[config.mk]
export PLATFORM = sky130hd
export DESIGN_NAME = alu_muldiv_unit
export DESIGN_NICKNAME = d
export VERILOG_FILES = /design/src/rtl/alu_muldiv_unit.sv
export SDC_FILE = /design/constraint.sdc
export NUM_CORES = 2
export LEC_CHECK = 0
export ABC_AREA = 1
export BUFFER_PORTS_ARGS = -buffer_cell sky130_fd_sc_hd__clkbuf_2
export CAP_MARGIN = 20
export CORE_ASPECT_RATIO = 1.75
export CORE_MARGIN = 1.5
export CORE_UTILIZATION = 60
export CTS_CLUSTER_DIAMETER = 60
export DETAILED_ROUTE_END_ITERATION = 16
export GPL_ROUTABILITY_DRIVEN = 1
export HOLD_SLACK_MARGIN = 0.1
export MAX_ROUTING_LAYER = met4
export PLACE_DENSITY = 0.77
export SYNTH_ARGS = -nofsm -noshare
export SYNTH_HDL_FRONTEND = slang
export SYNTH_SLANG_ARGS = --single-unit
[constraint.sdc]
create_clock -name clk -period 4.1 [get_ports clk]
set_input_delay 0.205 -clock clk [delete_from_list [all_inputs] [get_ports clk]]
set_output_delay 0.205 -clock clk [all_outputs]
set_load 0.005 [all_outputs]
[src/rtl/alu_muldiv_unit.sv]
// Integer ALU plus RV32M-style multiply/divide execution unit issuing onto the CDB.
// Build option: define ALU_MULDIV_DIV_EN to include the restoring divider (ops 20-23).
module alu_muldiv_unit #(
   parameter int XLEN    = 32,
   parameter int TAG_W   = 4,
   parameter int MUL_LAT = 3
) (
   input  logic             clk,
   input  logic             rst_n,
   input  logic             rdy,
   input  logic             in_valid,
   output logic             in_ready,
   input  logic [XLEN-1:0]  a,
   input  logic [XLEN-1:0]  b,
   input  logic [4:0]       alu_op,
   input  logic [TAG_W-1:0] tag,
   input  logic             flush,
   output logic             out_valid,
   input  logic             out_ack,
   output logic [XLEN-1:0]  cdb_data,
   output logic [TAG_W-1:0] cdb_tag
);

   localparam int SH_W    = $clog2(XLEN);
   localparam int CNT_MAX = (XLEN > MUL_LAT) ? XLEN : MUL_LAT;
   localparam int CNT_W   = $clog2(CNT_MAX + 1);

   typedef enum logic [1:0] {
      ST_IDLE = 2'd0,
      ST_MUL  = 2'd1,
      ST_DIV  = 2'd2
   } state_t;

   state_t           state_q, state_d;
   logic [CNT_W-1:0] cnt_q, cnt_d;
   logic             out_valid_q, out_valid_d;
   logic [XLEN-1:0]  cdb_data_q, cdb_data_d;
   logic [TAG_W-1:0] cdb_tag_q, cdb_tag_d;
   logic [TAG_W-1:0] ptag_q, ptag_d;
   logic [XLEN-1:0]  acc_q, acc_d;

   logic             accept_s;
   logic             ack_s;
   logic             a_sgn_s;
   logic             b_sgn_s;
   logic [2*XLEN-1:0] a_ext_s;
   logic [2*XLEN-1:0] b_ext_s;
   logic [2*XLEN-1:0] prod_s;
   logic [XLEN-1:0]  mul_res_s;

   function automatic logic [XLEN-1:0] alu_f(input logic [3:0]      op,
                                             input logic [XLEN-1:0] x,
                                             input logic [XLEN-1:0] y);
      logic [SH_W-1:0] sh;
      logic            lt_s;
      logic            lt_u;
      sh   = y[SH_W-1:0];
      lt_s = $signed(x) < $signed(y);
      lt_u = x < y;
      case (op)
         4'd0:         alu_f = x + y;
         4'd1:         alu_f = x - y;
         4'd2:         alu_f = x & y;
         4'd3:         alu_f = x | y;
         4'd4:         alu_f = x ^ y;
         4'd5:         alu_f = x << sh;
         4'd6:         alu_f = x >> sh;
         4'd7:         alu_f = $signed(x) >>> sh;
         4'd8, 4'd14:  alu_f = {{(XLEN-1){1'b0}}, lt_s};
         4'd9, 4'd15:  alu_f = {{(XLEN-1){1'b0}}, lt_u};
         4'd10:        alu_f = {{(XLEN-1){1'b0}}, (x == y)};
         4'd11:        alu_f = {{(XLEN-1){1'b0}}, (x != y)};
         4'd12:        alu_f = {{(XLEN-1){1'b0}}, !lt_s};
         4'd13:        alu_f = {{(XLEN-1){1'b0}}, !lt_u};
         default:      alu_f = {XLEN{1'b0}};
      endcase
   endfunction

   assign in_ready  = (state_q == ST_IDLE) && (!out_valid_q || out_ack) && !flush;
   assign accept_s  = rdy && in_valid && in_ready;
   assign ack_s     = rdy && out_ack;
   assign out_valid = out_valid_q;
   assign cdb_data  = cdb_data_q;
   assign cdb_tag   = cdb_tag_q;

   // Sign-extend to 2*XLEN so a single multiply covers the ss/su/uu variants
   always_comb begin
      a_sgn_s = (alu_op == 5'd17) || (alu_op == 5'd18);
      b_sgn_s = (alu_op == 5'd17);
      a_ext_s = {{XLEN{a_sgn_s & a[XLEN-1]}}, a};
      b_ext_s = {{XLEN{b_sgn_s & b[XLEN-1]}}, b};
      prod_s  = a_ext_s * b_ext_s;
      if (alu_op == 5'd16) begin
         mul_res_s = prod_s[XLEN-1:0];
      end else begin
         mul_res_s = prod_s[2*XLEN-1:XLEN];
      end
   end

`ifdef ALU_MULDIV_DIV_EN
   logic [XLEN-1:0] quo_q, quo_d;
   logic [XLEN-1:0] rem_q, rem_d;
   logic [XLEN-1:0] dvs_q, dvs_d;
   logic            rem_op_q, rem_op_d;
   logic            neg_quo_q, neg_quo_d;
   logic            neg_rem_q, neg_rem_d;
   logic            dz_q, dz_d;

   logic            div_sgn_s;
   logic            a_neg_s;
   logic            b_neg_s;
   logic [XLEN-1:0] a_abs_s;
   logic [XLEN-1:0] b_abs_s;
   logic [XLEN:0]   rem_sh_s;
   logic [XLEN:0]   diff_s;
   logic [XLEN-1:0] div_res_s;

   // Magnitudes go into the iteration; signs are reapplied when the result is written
   always_comb begin
      div_sgn_s = (alu_op == 5'd20) || (alu_op == 5'd22);
      a_neg_s   = div_sgn_s & a[XLEN-1];
      b_neg_s   = div_sgn_s & b[XLEN-1];
      a_abs_s   = a_neg_s ? (-a) : a;
      b_abs_s   = b_neg_s ? (-b) : b;
      rem_sh_s  = {rem_q, quo_q[XLEN-1]};
      diff_s    = rem_sh_s - {1'b0, dvs_q};
      if (dz_q) begin
         div_res_s = rem_op_q ? acc_q : {XLEN{1'b1}};
      end else if (rem_op_q) begin
         div_res_s = neg_rem_q ? (-rem_q) : rem_q;
      end else begin
         div_res_s = neg_quo_q ? (-quo_q) : quo_q;
      end
   end
`endif

   // Next-state, result capture and output-hold logic
   always_comb begin
      state_d     = state_q;
      cnt_d       = cnt_q;
      out_valid_d = out_valid_q;
      cdb_data_d  = cdb_data_q;
      cdb_tag_d   = cdb_tag_q;
      ptag_d      = ptag_q;
      acc_d       = acc_q;
`ifdef ALU_MULDIV_DIV_EN
      quo_d       = quo_q;
      rem_d       = rem_q;
      dvs_d       = dvs_q;
      rem_op_d    = rem_op_q;
      neg_quo_d   = neg_quo_q;
      neg_rem_d   = neg_rem_q;
      dz_d        = dz_q;
`endif
      if (flush) begin
         state_d     = ST_IDLE;
         cnt_d       = {CNT_W{1'b0}};
         out_valid_d = 1'b0;
         cdb_data_d  = {XLEN{1'b0}};
         cdb_tag_d   = {TAG_W{1'b0}};
      end else if (rdy) begin
         if (out_valid_q && ack_s) begin
            out_valid_d = 1'b0;
         end else begin
            out_valid_d = out_valid_q;
         end
         case (state_q)
            ST_IDLE: begin
               if (accept_s) begin
                  case (alu_op[4:2])
                     3'b000, 3'b001, 3'b010, 3'b011: begin
                        out_valid_d = 1'b1;
                        cdb_data_d  = alu_f(alu_op[3:0], a, b);
                        cdb_tag_d   = tag;
                     end
                     3'b100: begin
                        state_d = ST_MUL;
                        cnt_d   = CNT_W'(MUL_LAT - 1);
                        acc_d   = mul_res_s;
                        ptag_d  = tag;
                     end
                     3'b101: begin
`ifdef ALU_MULDIV_DIV_EN
                        state_d   = ST_DIV;
                        cnt_d     = CNT_W'(XLEN);
                        ptag_d    = tag;
                        acc_d     = a;
                        quo_d     = a_abs_s;
                        rem_d     = {XLEN{1'b0}};
                        dvs_d     = b_abs_s;
                        rem_op_d  = alu_op[1];
                        neg_quo_d = a_neg_s ^ b_neg_s;
                        neg_rem_d = a_neg_s;
                        dz_d      = (b == {XLEN{1'b0}});
`else
                        out_valid_d = 1'b1;
                        cdb_data_d  = {XLEN{1'b1}};
                        cdb_tag_d   = tag;
`endif
                     end
                     default: begin
                        state_d = ST_IDLE;
                     end
                  endcase
               end else begin
                  state_d = ST_IDLE;
               end
            end
            ST_MUL: begin
               if (cnt_q == {CNT_W{1'b0}}) begin
                  state_d     = ST_IDLE;
                  out_valid_d = 1'b1;
                  cdb_data_d  = acc_q;
                  cdb_tag_d   = ptag_q;
               end else begin
                  cnt_d = cnt_q - CNT_W'(1);
               end
            end
`ifdef ALU_MULDIV_DIV_EN
            ST_DIV: begin
               if (cnt_q != {CNT_W{1'b0}}) begin
                  cnt_d = cnt_q - CNT_W'(1);
                  if (!diff_s[XLEN]) begin
                     rem_d = diff_s[XLEN-1:0];
                     quo_d = {quo_q[XLEN-2:0], 1'b1};
                  end else begin
                     rem_d = rem_sh_s[XLEN-1:0];
                     quo_d = {quo_q[XLEN-2:0], 1'b0};
                  end
               end else begin
                  state_d     = ST_IDLE;
                  out_valid_d = 1'b1;
                  cdb_data_d  = div_res_s;
                  cdb_tag_d   = ptag_q;
               end
            end
`endif
            default: begin
               state_d = ST_IDLE;
            end
         endcase
      end else begin
         state_d = state_q;
      end
   end

   // State and output registers
   always_ff @(posedge clk or negedge rst_n) begin
      if (!rst_n) begin
         state_q     <= ST_IDLE;
         cnt_q       <= {CNT_W{1'b0}};
         out_valid_q <= 1'b0;
         cdb_data_q  <= {XLEN{1'b0}};
         cdb_tag_q   <= {TAG_W{1'b0}};
         ptag_q      <= {TAG_W{1'b0}};
         acc_q       <= {XLEN{1'b0}};
      end else begin
         state_q     <= state_d;
         cnt_q       <= cnt_d;
         out_valid_q <= out_valid_d;
         cdb_data_q  <= cdb_data_d;
         cdb_tag_q   <= cdb_tag_d;
         ptag_q      <= ptag_d;
         acc_q       <= acc_d;
      end
   end

`ifdef ALU_MULDIV_DIV_EN
   // Divider working registers
   always_ff @(posedge clk or negedge rst_n) begin
      if (!rst_n) begin
         quo_q     <= {XLEN{1'b0}};
         rem_q     <= {XLEN{1'b0}};
         dvs_q     <= {XLEN{1'b0}};
         rem_op_q  <= 1'b0;
         neg_quo_q <= 1'b0;
         neg_rem_q <= 1'b0;
         dz_q      <= 1'b0;
      end else begin
         quo_q     <= quo_d;
         rem_q     <= rem_d;
         dvs_q     <= dvs_d;
         rem_op_q  <= rem_op_d;
         neg_quo_q <= neg_quo_d;
         neg_rem_q <= neg_rem_d;
         dz_q      <= dz_d;
      end
   end
`endif

endmodule

==> summary by stage, run 1 <==
Synthesis
In the synthesized netlist the dominant register cell turns out to be sky130_fd_sc_hd__dfrtp_1. The share of async-settable or async-resettable flops after synthesis is 1.00. The number of instances in the synthesized netlist is between 7,000 and 8,000.

The dominant combinational cell family by area after synthesis is adder cells. The post-synthesis instance area is roughly 53,000 sq um. The simple logic cell fraction of the synthesized area is 0.229. The compound-gate portion of the synthesized area is 0.0693. Of the total synthesized cell area, the portion taken by full adders, half adders and majority gates is 0.504. By area the synthesized netlist is led by sky130_fd_sc_hd__fa_1 (43%), sky130_fd_sc_hd__nand2_1 (14%), sky130_fd_sc_hd__inv_1 (12%). Averaged over all synthesized cells, the footprint is 7.21 sq um. The synthesized netlist contains 54 unique library cells. The sequential share of the synthesized area is 0.0381. The synthesized flop and latch total is 80.

Of the total synthesized cell area, the portion taken by XOR and XNOR cells is 0.00450. sky130_fd_sc_hd__fa_1 takes more of the synthesized area than any other cell. Of the post-synthesis cell area, the dominant cell type holds 0.429. Measured against the total synthesized area, the mux share comes to 0.000381. The number of warnings issued by yosys is 0. The number of nets in the synthesized netlist is 8,802. Yosys mapped a number of flops with a built-in enable equal to 0.

Clock tree
The CTS H-tree depth is 3. No sink is reached through more buffers than the 2 on the longest clock path. The number of clock sinks seen by CTS is 80. The number of buffers added by the clock tree synthesis step is 9. The library cell used as clock root buffer is sky130_fd_sc_hd__clkbuf_16.

Floorplan
The number of rows created at floorplan is 143. The die is ~390 um tall. Measured along the x axis, the die boundary spans around 230 um. For this configuration, the core starts out at a cell density of 0.605. The top-level port count is 117.

Run status
The flow did not finish. It got as far as global routing (5_1_grt) and failed there. The tool reported: "[ERROR GRT-0116] Global routing finished with congestion. Check the congestion regions in the DRC Viewer".

Placement
Port buffering added ~120 buffers. The global placement routability congestion is 1.22. Once detailed placement completed, the half-perimeter wirelength came to ~210 mm.

The setup slack at placement is -3.67 ns.

Global routing
The first global-routing pass estimated 471 mm of wire. Across every metal layer, demand over resource in global routing totals 0.736. For this run the aggregate overflow at the end of global routing stands at a little over 400. The number of global-route vias before repair is 67,670.

The largest net degree at the start of global routing is 71.
## metrics by stage
step | TNS [ns] | hold slack (ns) | cell area [sq um] | std cells | utilization
CTS | -89.91 | 0.216 | 63900 | 9178 | 0.736
detailed placement | -110.42 | 0.327 | 61500 | 9082 | 0.709
global placement | -107.09 | 0.334 | 61500 | 9082 | 0.709
floorplan | -83.98 | -0.0906 | 53400 | 7285 | -
## cell usage after synthesis (5+ instances only)
cell type / count
sky130_fd_sc_hd__a211oi_1: 10
sky130_fd_sc_hd__a21boi_0: 5
sky130_fd_sc_hd__a21o_1: 8
sky130_fd_sc_hd__a21oi_1: 259
sky130_fd_sc_hd__a221oi_1: 5
sky130_fd_sc_hd__a22oi_1: 7
sky130_fd_sc_hd__a31oi_1: 16
sky130_fd_sc_hd__and2_1: 5
sky130_fd_sc_hd__buf_1: 23
sky130_fd_sc_hd__buf_2: 51
sky130_fd_sc_hd__buf_4: 14
sky130_fd_sc_hd__buf_6: 7
sky130_fd_sc_hd__clkbuf_1: 268
sky130_fd_sc_hd__dfrtp_1: 80
sky130_fd_sc_hd__fa_1: 1127
sky130_fd_sc_hd__ha_1: 311
sky130_fd_sc_hd__inv_1: 1746
sky130_fd_sc_hd__inv_2: 16
sky130_fd_sc_hd__nand2_1: 1988
sky130_fd_sc_hd__nand2_2: 11
sky130_fd_sc_hd__nand3_1: 370
sky130_fd_sc_hd__nand3b_1: 19
sky130_fd_sc_hd__nand4_1: 56
sky130_fd_sc_hd__nor2_1: 436
sky130_fd_sc_hd__nor2_4: 5
sky130_fd_sc_hd__nor3_1: 36
sky130_fd_sc_hd__nor4_1: 9
sky130_fd_sc_hd__o211ai_1: 35
sky130_fd_sc_hd__o21a_1: 12
sky130_fd_sc_hd__o21ai_0: 212
sky130_fd_sc_hd__o21ai_1: 13
sky130_fd_sc_hd__o21bai_1: 25
sky130_fd_sc_hd__o22ai_1: 27
sky130_fd_sc_hd__or2_2: 6
sky130_fd_sc_hd__xnor2_1: 13
sky130_fd_sc_hd__xor2_1: 14
## kinds of logic after synthesis
logic type / count (synthesis)
simple gates: 2960
compound gates: 649
buf+inv: 2129
fa+ha+maj: 1438
flops: 80
xor+xnor: 27
mux: 2
## repair_timing
action,in CTS
endpoints found under the setup margin,32
hold buffers,5
pin swaps,167
gates resized for setup,376
setup buffers,72
endpoints found under the hold margin,52
gates cloned,4
## per-layer routing
metal / global-route usage / overflow
met5: - / -
met4: 0.750 / 148
met3: 0.488 / 3
met2: 0.922 / 250
met1: 0.727 / 3
==> inputs of run 2 (changes only) <==
- CORE_ASPECT_RATIO: 1.75 -> unset
- CORE_UTILIZATION: 60 -> 40
- CTS_CLUSTER_DIAMETER: 60 -> unset
- HOLD_SLACK_MARGIN: 0.1 -> unset
- MAX_ROUTING_LAYER: met4 -> unset
- PLACE_DENSITY: 0.77 -> unset
- PLACE_DENSITY_LB_ADDON: unset -> 0.15
==> run 2 against run 1 <==
The flow now finishes, with violations (setup timing). Synthesized area did not move. Synthesized cell count did not move.
==> summary by stage, run 2 <==
Run status
Status: complete, but fails checks (was aborted with a tool error). The final reports fail on setup timing.

Synthesis
The fraction of synthesized cell area taken by the top area cell type is 0.429 (unchanged). The synthesized flop and latch total is 80 (unchanged). The count of flip-flops with a built-in enable after synthesis is 0 (unchanged).

The post-synthesis instance area is 52,500 sq um (unchanged). The distinct cell type count of the synthesized netlist is 54 (unchanged). The post-synth net total is 8,802 (unchanged).

The top cell type by total area after synthesis is sky130_fd_sc_hd__fa_1 (unchanged). Most numerous cell types in the synthesized netlist: sky130_fd_sc_hd__nand2_1 (1,988), sky130_fd_sc_hd__inv_1 (1,746), sky130_fd_sc_hd__fa_1 (1,127), sky130_fd_sc_hd__nor2_1 (436), sky130_fd_sc_hd__nand3_1 (370) (unchanged). The number of warnings issued by yosys is 0 (unchanged). Main area contributors after synthesis: sky130_fd_sc_hd__fa_1 (43%), sky130_fd_sc_hd__nand2_1 (14%), sky130_fd_sc_hd__inv_1 (12%) (unchanged).

The number of instances in the synthesized netlist is 7,285 (unchanged). The post-synthesis average cell area is 7.21 sq um (unchanged). The sequential share of the synthesized area is 0.0381 (unchanged). The most frequent cell after synthesis is sky130_fd_sc_hd__nand2_1 (unchanged). The most frequently used flop master after synthesis is sky130_fd_sc_hd__dfrtp_1 (unchanged). The share of async-settable or async-resettable flops after synthesis was 1.00 (unchanged).

Layout
The final layout contains 9,496 nets. The finished layout holds 9,730 standard cells, fillers aside. The fraction of final layout cells sized beyond drive strength 1 is 0.197. The library cells used most frequently in the layout, excluding fill and tap cells, are sky130_fd_sc_hd__nand2_1 (1,912), sky130_fd_sc_hd__inv_1 (1,669), sky130_fd_sc_hd__fa_1 (1,085).

The most common cell after layout, fill and taps aside is sky130_fd_sc_hd__nand2_1. Compared with the post-synthesis result, the final layout area differs by 24.4%.

Global routing
The initial antenna violation count was 15. The number of global-route vias before repair was approximately 53,000. Entering global routing, the biggest net connects 69 pins. The final global-route overflow total is 0. The wire length of the first global-routing pass is between 300 and 400 mm.

Across every metal layer, demand over resource in global routing totals 0.352.

Critical path
The slack of the worst reg-to-reg path is 1.27 ns. Among the stages of the critical path, the cell type that occurs most often is sky130_fd_sc_hd__fa_1. STA puts the critical path data arrival time at 7.45 ns. On the worst path, the slowest cell contributes a delay of 0.64 ns. In this run the worst setup path begins at alu_op[2].

STA classifies the critical path endpoint as a flip-flop. The endpoint of the most critical register-to-register path is cdb_data[1]$_DFFE_PN0P_. The category of the most critical setup path is input pin to flip-flop.

STA classifies the critical path startpoint as an input pin. The largest individual stage delay along the critical path comes from the cell sky130_fd_sc_hd__fa_2. The worst register-to-register path begins at state_q[0]$_DFFE_PN0P_.

The data required time at the worst endpoint is 4.39 ns. The number of cells on the worst reg-to-reg path is 10. The largest driver fanout on the critical path is 6.

Clock tree
The CTS H-tree depth was 3 (unchanged). The number of clock sinks seen by CTS is 80 (unchanged). The library cell used as clock root buffer is sky130_fd_sc_hd__clkbuf_16 (unchanged).

The maximum clock path buffer count is 2 (unchanged). The clock tree from TritonCTS is built. The number of buffers added by the clock tree synthesis step is 9 (unchanged). After clock tree synthesis, the clock-pin slew on the worst setup and hold paths is ~0.08 ns. The clock latency on the worst-skew pair is 0.37 ns.

STA
Setup repair after global routing could not meet its margin everywhere. The hold violation count in the final report was 0. The final critical-path setup slack is -3.06 ns. Measured against its own limit, the worst slew margin works out to 0.245.

Dividing the final minimum period by the clock period gives 1.75. The maximum frequency from static timing analysis is roughly 140 MHz. The tightest hold path in the finished design has a slack of 0.0870 ns. Setup violations remaining at the end of the flow were counted as 32.

The final-report max-slew violation count is 0. The clock period minus final worst setup slack is 7.16 ns. The pin slew with the least headroom to its limit is 1.13 ns. The clock arrives with roughly 0.020 ns of skew.

Route
The per-cell via count in the routed design is 5.24. The number of nets with antenna violations after detailed routing is 0. The final wirelength is 231 mm. After detailed routing, the number of remaining DRC violations is 0.

For this block, the via count after detailed routing is 50,989. The first-pass iteration count of the detailed router is 7. The routed wire length per instance is 23.8 um.

The violation count after the first detailed-route iteration is roughly 4,400.

Min path
The worst hold path belongs to the class input pin to flip-flop. Counting instances, the worst hold path has a depth of 3. In this run the most critical hold path is launched from tag[0]. The endpoint of the worst hold-timing path is ptag_q[0]$_DFFE_PN0P_.

Floorplan
The die covers 134,000 sq um. The number of rows created at floorplan is 132 (was 143). The floorplan die width is 365 um (was 227 um). The effective utilization at floorplan was 0.404 (was 0.605). The die height came to 365 um (was 394 um). The top-level port count was 117 (unchanged).

The total area inside the core boundary comes to 130,000 sq um.

Placement
The number of port buffers is 116 (unchanged). The number of placed instances, taps included is 9,626 (was 9,082). The placed wire-length estimate after detailed placement is 200 mm (was 209 mm). The global placement routability congestion is 1.05 (was 1.22).

Run
The tool flagged a number of max-cap violations equal to 0.
-- run 2: metrics by stage --
stage	area [sq um]	utilization	setup TNS [ns]	setup WS [ns]
floorplan	53400	-	-83.98	-3.05
global placement	61900	0.476	-117.50	-3.97
detailed placement	61900	0.476	-118.89	-4.00
CTS	63800	0.491	-92.44	-3.05
global route	65300	0.503	-99.67	-3.31
finish	65300	0.503	-92.47	-3.06
-- run 2: how the worst max path moves through the flow --
| stage | to | cells past startpoint |
|---|---|---|
| 2_1_floorplan | acc_q[30]$_DFFE_PN0P_ | 30 |
| 3_3_place_gp | acc_q[4]$_DFFE_PN0P_ | 33 |
| 3_5_place_dp | acc_q[4]$_DFFE_PN0P_ | 33 |
| 4_1_cts | acc_q[13]$_DFFE_PN0P_ | 34 |
| 5_1_grt | acc_q[30]$_DFFE_PN0P_ | 38 |
| 6_report | acc_q[23]$_DFFE_PN0P_ | 34 |
-- run 2: cells by family (layout without fill, tap and decap cells) --
kind of cell	Yosys count	in the layout	synth area share
buffers and inverters	2129	2828	0.155
XOR/XNOR	27	27	0.00450
multiplexers	2	2	0.000381
adder cells (fa/ha/maj)	1438	1438	0.504
AND/OR/NAND/NOR	2960	2960	0.229
AO/OA/AOI/OAI	649	649	0.0693
flip-flops	80	80	0.0381
other	0	4	0
-- run 2: routing by layer --
layer  wire length [um]  GRT usage  vias up  share of wire
met3              18000     0.0541      435          0.078
met1              94000      0.465    25769           0.41
met2             107000      0.571     1938           0.46
met4              12100      0.156       12          0.052
li1                   -          -    22835              -
met5                 78          0        -        0.00034
-- run 2: area by class of cell --
type                       count  area, sq um
sequential                    80         2000
clock buffer                  10          229
fill                       13125        64600
tap                         1742         2180
inverter                    1766         6670
timing repair buffer        1046         9360
multi-input combinational   5076        44800
clock inverter                 6          115
antenna                        4         10.0
-- run 2: critical path: cells and delay by family --
kind / cells / cell delay (ns)
AOI/OAI and AO/OA: 1 / 0.15
buffers and inverters: 14 / 1.29
and+or+nand+nor: 10 / 1.24
adders and majority gates: 9 / 4.56
-- run 2: repair_timing --
| item | 4_1_cts | 5_1_grt |
|---|---|---|
| hold buffers | 1 | 0 |
| endpoints found under the hold margin | 41 | 0 |
| gates cloned | 3 | 4 |
| setup endpoints to repair | 32 | 32 |
| gates resized for setup | 313 | 322 |
| buffers inserted | 30 | 51 |
| pin swaps | 49 | 166 |
Power of run 2 is not shown: default switching activity piles up to over one toggle a cycle in this logic, so the estimate is an artifact.
